<file path="src/rtl/eth_tx_arbiter_pkg.sv">
// Shared types for the Ethernet TX arbiter: FSM states, source ids, width helper.
package eth_tx_arbiter_pkg;

   typedef enum logic [1:0] {IDLE, START, WAIT_DONE, GAP} tx_arb_state_t;

   typedef logic [2:0] tx_src_t;

   localparam tx_src_t SRC_ARP = 3'd0;

   // Index width that stays legal (>= 1 bit) for single-entry ranges.
   function automatic int unsigned idx_w(input int unsigned n);
      return (n > 1) ? $clog2(n) : 1;
   endfunction

endpackage

</file>
<file path="src/rtl/eth_tx_arbiter_if.sv">
// Frame-source / MAC TX handshake bundle; master = arbiter, slave = sources and MAC.
interface eth_tx_arbiter_if #(
   parameter int unsigned NUM_REQ = 2
) ();
   import eth_tx_arbiter_pkg::*;

   logic               arp_resp_req;
   logic               arp_gnt;
   logic               arp_done;
   logic [NUM_REQ-1:0] req;
   logic [NUM_REQ-1:0] gnt;
   logic [NUM_REQ-1:0] done;
   logic               tx_start;
   tx_src_t            tx_sel;
   logic               tx_done;
   logic               tx_abort;
   logic [7:0]         arp_drop_cnt;

   modport master (
      input  arp_resp_req, req, tx_done,
      output arp_gnt, arp_done, gnt, done, tx_start, tx_sel, tx_abort, arp_drop_cnt
   );

   modport slave (
      output arp_resp_req, req, tx_done,
      input  arp_gnt, arp_done, gnt, done, tx_start, tx_sel, tx_abort, arp_drop_cnt
   );

endinterface

</file>
<file path="src/rtl/eth_tx_arbiter_rr_arbiter.sv">
// Combinational round-robin pick: lowest requesting index at or above i_ptr, wrapping to 0.
module rr_arbiter
   import eth_tx_arbiter_pkg::*;
#(
   parameter int unsigned N  = 2,
   parameter int unsigned IW = idx_w(N)
) (
   input  logic [N-1:0]  i_req,
   input  logic [IW-1:0] i_ptr,
   output logic [N-1:0]  o_gnt,
   output logic [IW-1:0] o_idx,
   output logic          o_valid
);

   always_comb begin
      o_valid = 1'b0;
      o_idx   = '0;
      for (int unsigned j = 0; j < N; j++) begin
         if (!o_valid && i_req[j] && (j >= 32'(i_ptr))) begin
            o_valid = 1'b1;
            o_idx   = IW'(j);
         end
      end
      for (int unsigned j = 0; j < N; j++) begin
         if (!o_valid && i_req[j]) begin
            o_valid = 1'b1;
            o_idx   = IW'(j);
         end
      end
      o_gnt = o_valid ? (N'(1) << o_idx) : '0;
   end

endmodule

</file>
<file path="src/rtl/eth_tx_arbiter.sv">
// Shares the MAC TX frame engine: ARP replies get strict priority, other sources round-robin.
module eth_tx_arbiter
   import eth_tx_arbiter_pkg::*;
#(
   parameter int unsigned NUM_REQ     = 2,
   parameter int unsigned TIMEOUT_CYC = 4096,
   parameter int unsigned IFG_CYC     = 12
) (
   input  logic              aclk,
   input  logic              aresetn,
   eth_tx_arbiter_if.master  bus
);

   localparam int unsigned    IW       = idx_w(NUM_REQ);
   localparam int unsigned    WW       = idx_w(TIMEOUT_CYC);
   localparam int unsigned    GW       = idx_w(IFG_CYC + 1);
   localparam logic [WW-1:0]  WD_LAST  = WW'(TIMEOUT_CYC - 1);
   localparam logic [GW-1:0]  GAP_LOAD = (IFG_CYC > 0) ? GW'(IFG_CYC - 1) : '0;

   tx_arb_state_t      r_state, w_nxt_state;
   logic [NUM_REQ-1:0] r_gnt, w_nxt_gnt, r_done, w_nxt_done;
   logic               r_arp_gnt, w_nxt_arp_gnt, r_arp_done, w_nxt_arp_done;
   logic               r_tx_start, w_nxt_tx_start, r_tx_abort, w_nxt_tx_abort;
   tx_src_t            r_tx_sel, w_nxt_tx_sel;
   logic [IW-1:0]      r_rr_ptr, w_nxt_rr_ptr, r_idx, w_nxt_idx;
   logic [WW-1:0]      r_wdog, w_nxt_wdog;
   logic [GW-1:0]      r_gap, w_nxt_gap;
   logic               r_arp_pend, w_arp_want, w_arp_clr;
   logic [7:0]         r_drop;
   logic [NUM_REQ-1:0] w_rr_gnt;
   logic [IW-1:0]      w_rr_idx;
   logic               w_rr_valid;

   rr_arbiter #(.N(NUM_REQ), .IW(IW)) u_rr (
      .i_req   (bus.req),
      .i_ptr   (r_rr_ptr),
      .o_gnt   (w_rr_gnt),
      .o_idx   (w_rr_idx),
      .o_valid (w_rr_valid)
   );

   // Raw pulse also counts so an idle engine starts ARP one cycle after the request.
   assign w_arp_want = r_arp_pend | bus.arp_resp_req;

   always_comb begin
      w_nxt_state    = r_state;
      w_nxt_gnt      = r_gnt;
      w_nxt_arp_gnt  = r_arp_gnt;
      w_nxt_tx_sel   = r_tx_sel;
      w_nxt_idx      = r_idx;
      w_nxt_rr_ptr   = r_rr_ptr;
      w_nxt_wdog     = r_wdog;
      w_nxt_gap      = r_gap;
      w_nxt_tx_start = 1'b0;
      w_nxt_tx_abort = 1'b0;
      w_nxt_done     = '0;
      w_nxt_arp_done = 1'b0;
      w_arp_clr      = 1'b0;
      unique case (r_state)
         IDLE: begin
            if (w_arp_want) begin
               w_nxt_state    = START;
               w_nxt_tx_start = 1'b1;
               w_nxt_arp_gnt  = 1'b1;
               w_nxt_gnt      = '0;
               w_nxt_tx_sel   = SRC_ARP;
            end else if (w_rr_valid) begin
               w_nxt_state    = START;
               w_nxt_tx_start = 1'b1;
               w_nxt_gnt      = w_rr_gnt;
               w_nxt_idx      = w_rr_idx;
               w_nxt_tx_sel   = tx_src_t'(w_rr_idx) + 3'd1;
            end
         end
         START: begin
            w_nxt_state = WAIT_DONE;
            w_nxt_wdog  = '0;
         end
         WAIT_DONE: begin
            w_nxt_wdog = r_wdog + 1'b1;
            // tx_done on the watchdog's last cycle is a normal completion.
            if (bus.tx_done || (r_wdog == WD_LAST)) begin
               w_nxt_tx_abort = !bus.tx_done;
               w_nxt_gnt      = '0;
               w_nxt_arp_gnt  = 1'b0;
               w_nxt_gap      = GAP_LOAD;
               w_nxt_state    = (IFG_CYC == 0) ? IDLE : GAP;
               if (r_arp_gnt) begin
                  w_nxt_arp_done = 1'b1;
                  w_arp_clr      = 1'b1;
               end else begin
                  w_nxt_done   = r_gnt;
                  w_nxt_rr_ptr = (r_idx == IW'(NUM_REQ - 1)) ? '0 : r_idx + 1'b1;
               end
            end
         end
         GAP: begin
            if (r_gap == '0) w_nxt_state = IDLE;
            else             w_nxt_gap   = r_gap - 1'b1;
         end
      endcase
   end

   always_ff @(posedge aclk) begin
      if (!aresetn) begin
         r_state    <= IDLE;
         r_gnt      <= '0;
         r_arp_gnt  <= 1'b0;
         r_done     <= '0;
         r_arp_done <= 1'b0;
         r_tx_start <= 1'b0;
         r_tx_abort <= 1'b0;
         r_tx_sel   <= '0;
         r_idx      <= '0;
         r_rr_ptr   <= '0;
         r_wdog     <= '0;
         r_gap      <= '0;
         r_arp_pend <= 1'b0;
         r_drop     <= '0;
      end else begin
         r_state    <= w_nxt_state;
         r_gnt      <= w_nxt_gnt;
         r_arp_gnt  <= w_nxt_arp_gnt;
         r_done     <= w_nxt_done;
         r_arp_done <= w_nxt_arp_done;
         r_tx_start <= w_nxt_tx_start;
         r_tx_abort <= w_nxt_tx_abort;
         r_tx_sel   <= w_nxt_tx_sel;
         r_idx      <= w_nxt_idx;
         r_rr_ptr   <= w_nxt_rr_ptr;
         r_wdog     <= w_nxt_wdog;
         r_gap      <= w_nxt_gap;
         // A new request wins over the clear from a finishing ARP frame.
         r_arp_pend <= bus.arp_resp_req | (r_arp_pend & ~w_arp_clr);
         if (bus.arp_resp_req && r_arp_pend && !w_arp_clr && (r_drop != 8'hFF))
            r_drop <= r_drop + 8'd1;
      end
   end

   assign bus.gnt          = r_gnt;
   assign bus.arp_gnt      = r_arp_gnt;
   assign bus.done         = r_done;
   assign bus.arp_done     = r_arp_done;
   assign bus.tx_start     = r_tx_start;
   assign bus.tx_abort     = r_tx_abort;
   assign bus.tx_sel       = r_tx_sel;
   assign bus.arp_drop_cnt = r_drop;

endmodule
</file>
<file path="src/flat_wrapper.sv">
// flat-port wrapper written by rule: the top's interface ports become plain ports
module eth_tx_arbiter_flat import eth_tx_arbiter_pkg::*;
#(
   parameter int unsigned NUM_REQ     = 2,
   parameter int unsigned TIMEOUT_CYC = 4096,
   parameter int unsigned IFG_CYC     = 12
)
  (aclk, aresetn, bus_arp_resp_req, bus_req, bus_tx_done, bus_arp_gnt, bus_arp_done, bus_gnt, bus_done, bus_tx_start, bus_tx_sel, bus_tx_abort, bus_arp_drop_cnt);
  eth_tx_arbiter_if #(.NUM_REQ(NUM_REQ)) bus_i ();
  input  logic aclk;
  input  logic aresetn;
  input wire logic [$bits(bus_i.arp_resp_req)-1:0] bus_arp_resp_req;
  input wire logic [$bits(bus_i.req)-1:0] bus_req;
  input wire logic [$bits(bus_i.tx_done)-1:0] bus_tx_done;
  output wire logic [$bits(bus_i.arp_gnt)-1:0] bus_arp_gnt;
  output wire logic [$bits(bus_i.arp_done)-1:0] bus_arp_done;
  output wire logic [$bits(bus_i.gnt)-1:0] bus_gnt;
  output wire logic [$bits(bus_i.done)-1:0] bus_done;
  output wire logic [$bits(bus_i.tx_start)-1:0] bus_tx_start;
  output wire logic [$bits(bus_i.tx_sel)-1:0] bus_tx_sel;
  output wire logic [$bits(bus_i.tx_abort)-1:0] bus_tx_abort;
  output wire logic [$bits(bus_i.arp_drop_cnt)-1:0] bus_arp_drop_cnt;
  assign bus_i.arp_resp_req = bus_arp_resp_req;
  assign bus_i.req = bus_req;
  assign bus_i.tx_done = bus_tx_done;
  assign bus_arp_gnt = bus_i.arp_gnt;
  assign bus_arp_done = bus_i.arp_done;
  assign bus_gnt = bus_i.gnt;
  assign bus_done = bus_i.done;
  assign bus_tx_start = bus_i.tx_start;
  assign bus_tx_sel = bus_i.tx_sel;
  assign bus_tx_abort = bus_i.tx_abort;
  assign bus_arp_drop_cnt = bus_i.arp_drop_cnt;
  eth_tx_arbiter #(.NUM_REQ(NUM_REQ), .TIMEOUT_CYC(TIMEOUT_CYC), .IFG_CYC(IFG_CYC)) u_core (.aclk(aclk), .aresetn(aresetn), .bus(bus_i));
endmodule
</file>
<file path="config.mk">
export PLATFORM = sky130hd
export DESIGN_NAME = eth_tx_arbiter_flat
export DESIGN_NICKNAME = d
export VERILOG_FILES = /design/src/rtl/eth_tx_arbiter_pkg.sv /design/src/rtl/eth_tx_arbiter_if.sv /design/src/rtl/eth_tx_arbiter_rr_arbiter.sv /design/src/rtl/eth_tx_arbiter.sv /design/src/flat_wrapper.sv
export SDC_FILE = /design/constraint.sdc
export NUM_CORES = 1
export LEC_CHECK = 0
export CAP_MARGIN = 20
export CELL_PAD_IN_SITES_DETAIL_PLACEMENT = 2
export CELL_PAD_IN_SITES_GLOBAL_PLACEMENT = 2
export CORE_MARGIN = 2
export CORE_UTILIZATION = 30
export CTS_CLUSTER_DIAMETER = 30
export DETAILED_ROUTE_END_ITERATION = 10
export GPL_TIMING_DRIVEN = 0
export PLACE_DENSITY_LB_ADDON = 0.12
export SLEW_MARGIN = 30
export SYNTH_ARGS = -nofsm -noshare
export SYNTH_HDL_FRONTEND = slang
export SYNTH_SLANG_ARGS = --single-unit
</file>
<file path="constraint.sdc">
create_clock -name aclk -period 1.9 [get_ports aclk]
set_clock_uncertainty 0.1 [all_clocks]
set_input_delay 0.38 -clock aclk [delete_from_list [all_inputs] [get_ports aclk]]
set_output_delay 0.38 -clock aclk [all_outputs]
set_load 0.03 [all_outputs]
</file>
==> run metrics <==
number of antenna cells inserted=0; post-layout utilization of the core=0.4098; vias in the first global route=1785; Startpoint Class=flip-flop; GRT Residual Overflow=0; via-per-instance ratio=5.149; relative max-transition margin=0.6197; share of the yosys chip area belonging to registers=0.4168; yosys warns=0; hold slack=0.3738 ns; cell with the largest stage delay on the worst path=sky130_fd_sc_hd__dfxtp_4; Required @ worst endpoint=1.98 ns; crit path DAT=1.99 ns; HPWL Detailed=3944 um; clock net sink count=39; share of the clock period used by the worst path=1.006; number of enable flip-flop cells after synthesis=0; list of cells traversed by the critical path=ha_4 > and4_4 > a41o_4 > a31oi_4 > buf_6 > a21oi_2 > a31o_2; Worst Max-Slew Pin Slew=0.5630 ns; synthesized cell area=1873 um2; post-synth cell types=48; initial core utilization=0.3127; number of buffers added to fix hold violations after cts=0; cell types with the highest counts after synthesis=39 x sky130_fd_sc_hd__dfxtp_1, 23 x sky130_fd_sc_hd__nor2_1, 21 x sky130_fd_sc_hd__nand2_1, 9 x sky130_fd_sc_hd__a21oi_1; Setup crit end kind=flip-flop; Slew Limit Fails=0; Min-Delay Path Class=reg2reg; Clock Pin Slew Worst Setup and Hold Paths=0.08 ns; number of buffers between clock root and the deepest sink=2; cell count after placement=303; # setup viols final=1; horizontal die dimension=83.02 um; full die area=6891 um2; sum of negative setup slack=-0.01150 ns; async set-reset flop share out of synthesis=0; cell types occupying the most area after synthesis=sky130_fd_sc_hd__dfxtp_1 42%, sky130_fd_sc_hd__ha_1 5.3%, sky130_fd_sc_hd__nor2_1 4.6%; number of CTS-inserted buffers=5; ratio of total power to cell area=1092 nW/um2; post-route non-filler standard cell count=316; synthesis-to-layout area growth=31.06%; vias after detailed routing=1627; most frequently used cell type in the post-synthesis netlist=sky130_fd_sc_hd__dfxtp_1; synthesis-stage register bit count=39; number of nets with antenna violations after routing=0; final hold violation count=0; Global Route Usage Sum=0.1638; placeable core region=5991 um2; count of H-tree levels built during CTS=2; router iterations before antenna repair=4; Peak supply drop=0.0006117 V; number of remaining DRC errors=0; gate count after technology mapping=205; mean post-synth cell area=9.137 um2; global placement routability congestion=0.7853; clock root buffer=sky130_fd_sc_hd__clkbuf_8; area share of the largest cell type after synthesis=0.4168; net count after synthesis=219; Worst Setup Slack, final=-0.01150 ns; maximum net fanout on the critical path=5; port buffer count=23; Core Rows=28; Post-Place Worst Slack=-0.4959 ns; number of nets at the end of the flow=256; wirelength, routed=5391 um; Highest Clock Rate=523.1 MHz; global-route wire length before repair=9059 um; delay of the slowest cell on the worst path=0.36 ns; violations in the final reports=negative setup slack; Leak=0.0009697 uW; initial antenna violation count=0; main flop type after synthesis=sky130_fd_sc_hd__dfxtp_1; initial DRC count=25; setup repair after global routing missed its margin=yes; run status=finished with violations; minimum period implied by the final worst setup slack=1.912 ns; CTS tree=built; boundary pin count=25; share of final-layout standard cells stronger than drive strength 1=0.2075; clock insertion delay at the later pin of the skew report=0.28 ns; number of max-capacitance violations reported=0; Filler Cell Count=672; Worst Path Class, Setup=reg2reg; area leader, netlist=sky130_fd_sc_hd__dfxtp_1; largest net degree at the start of global routing=12; DIE HEIGHT=83.02 um; routed length per instance=17.06 um
## area by class of cell
| class | count | area [um2] | area share |
|---|---|---|---|
| Inverter | 9 | 33.78 | 0.01376 |
| Buffer | 6 | 40.04 | 0.01631 |
| Sequential cell | 39 | 789.5 | 0.3216 |
| Clock inverter | 1 | 7.507 | 0.003058 |
| Multi-Input combinational cell | 150 | 1130 | 0.4602 |
| Tap cell | 75 | 93.84 | 0.03823 |
| Timing Repair Buffer | 31 | 291.5 | 0.1188 |
| Clock buffer | 5 | 68.82 | 0.02803 |
## where the power goes
part | internal [uW] | leakage (uW) | total (uW) | switching [uW]
registers | 926 | 0.000319 | 1040 | 110
logic | 497 | 0.000614 | 1120 | 623
clock network | 244 | 0.0000361 | 526 | 282
## sequential cells by signal (all words and copies together), names as in the netlist, 2 cells and up
register,cells
u_core.bus.gnt,2
u_core.bus.done,2
u_core.r_gap,4
u_core.r_state,2
u_core.r_wdog,12
u_core.bus.arp_drop_cnt,8
u_core.bus.tx_sel,2
## path summary, 6_finish.rpt
kind	startpoint	endpoint	slack, ns	cells past startpoint
max	u_core.r_wdog[1]	u_core.bus.arp_drop_cnt[3]	-0.01	7
min reg2reg	u_core.bus.tx_sel[1]	u_core.bus.tx_sel[1]	0.37	2
max reg2reg	u_core.r_wdog[1]	u_core.bus.arp_drop_cnt[3]	-0.01	7
min	u_core.bus.tx_sel[1]	u_core.bus.tx_sel[1]	0.37	2
## routing by layer
layer	vias to the layer above	routed length, um	GRT usage	share of wire
li1	788	-	-	-
met1	812	2391	0.1936	0.44
met2	21	2810	0.2947	0.52
met3	6	123	0.03380	0.023
met4	0	65	0.05216	0.012
met5	-	0	0	0
## metrics by stage
stage          total power, uW  area (um2)
2_1_floorplan             1673        1876
3_3_place_gp              1892        2200
3_5_place_dp              1978        2200
4_1_cts                   2626        2354
5_1_grt                   2901        2455
6_report                  2682        2455
## cell families (layout without fill, tap and decap cells)
| group | Yosys count | after routing | share of synthesized area |
|---|---|---|---|
| flip-flops | 39 | 39 | 0.4168 |
| buffers and inverters | 16 | 52 | 0.03807 |
| other | 1 | 1 | 0.002002 |
| XOR/XNOR | 12 | 12 | 0.05611 |
| multiplexers | 6 | 6 | 0.03207 |
| AND/OR/NAND/NOR | 89 | 89 | 0.2485 |
| AO/OA/AOI/OAI | 34 | 34 | 0.1530 |
| adder cells (fa/ha/maj) | 8 | 8 | 0.05344 |
## cells in the final DEF, fill, tap and decap left out, types with 5 or more instances in the layout
master / instances
sky130_fd_sc_hd__nand2_1: 21
sky130_fd_sc_hd__mux2i_1: 5
sky130_fd_sc_hd__nor3_1: 6
sky130_fd_sc_hd__buf_4: 8
sky130_fd_sc_hd__dfxtp_1: 34
sky130_fd_sc_hd__nand3_1: 6
sky130_fd_sc_hd__nor2_1: 23
sky130_fd_sc_hd__inv_1: 7
sky130_fd_sc_hd__clkdlybuf4s50_1: 18
sky130_fd_sc_hd__a21oi_1: 7
sky130_fd_sc_hd__and3_1: 6
sky130_fd_sc_hd__clkbuf_8: 5
sky130_fd_sc_hd__nand4_1: 6
sky130_fd_sc_hd__xor2_1: 8
## worst max-delay path, delay by kind of cell (launching register included)
kind                       cells  cell delay, ns
adders and majority gates      1            0.16
and+or+nand+nor                1            0.21
DFF                            1            0.36
AOI/OAI and AO/OA              4            0.79
buffers and inverters          1            0.17
## repair_timing
action                     4_1_cts  5_1_grt
pin swaps                        4        5
setup endpoints to repair       33       20
gates resized for setup         19       19
gates cloned                     1        0
buffers inserted                 2        5
No activity file was read; power rests on OpenSTA's default activity.
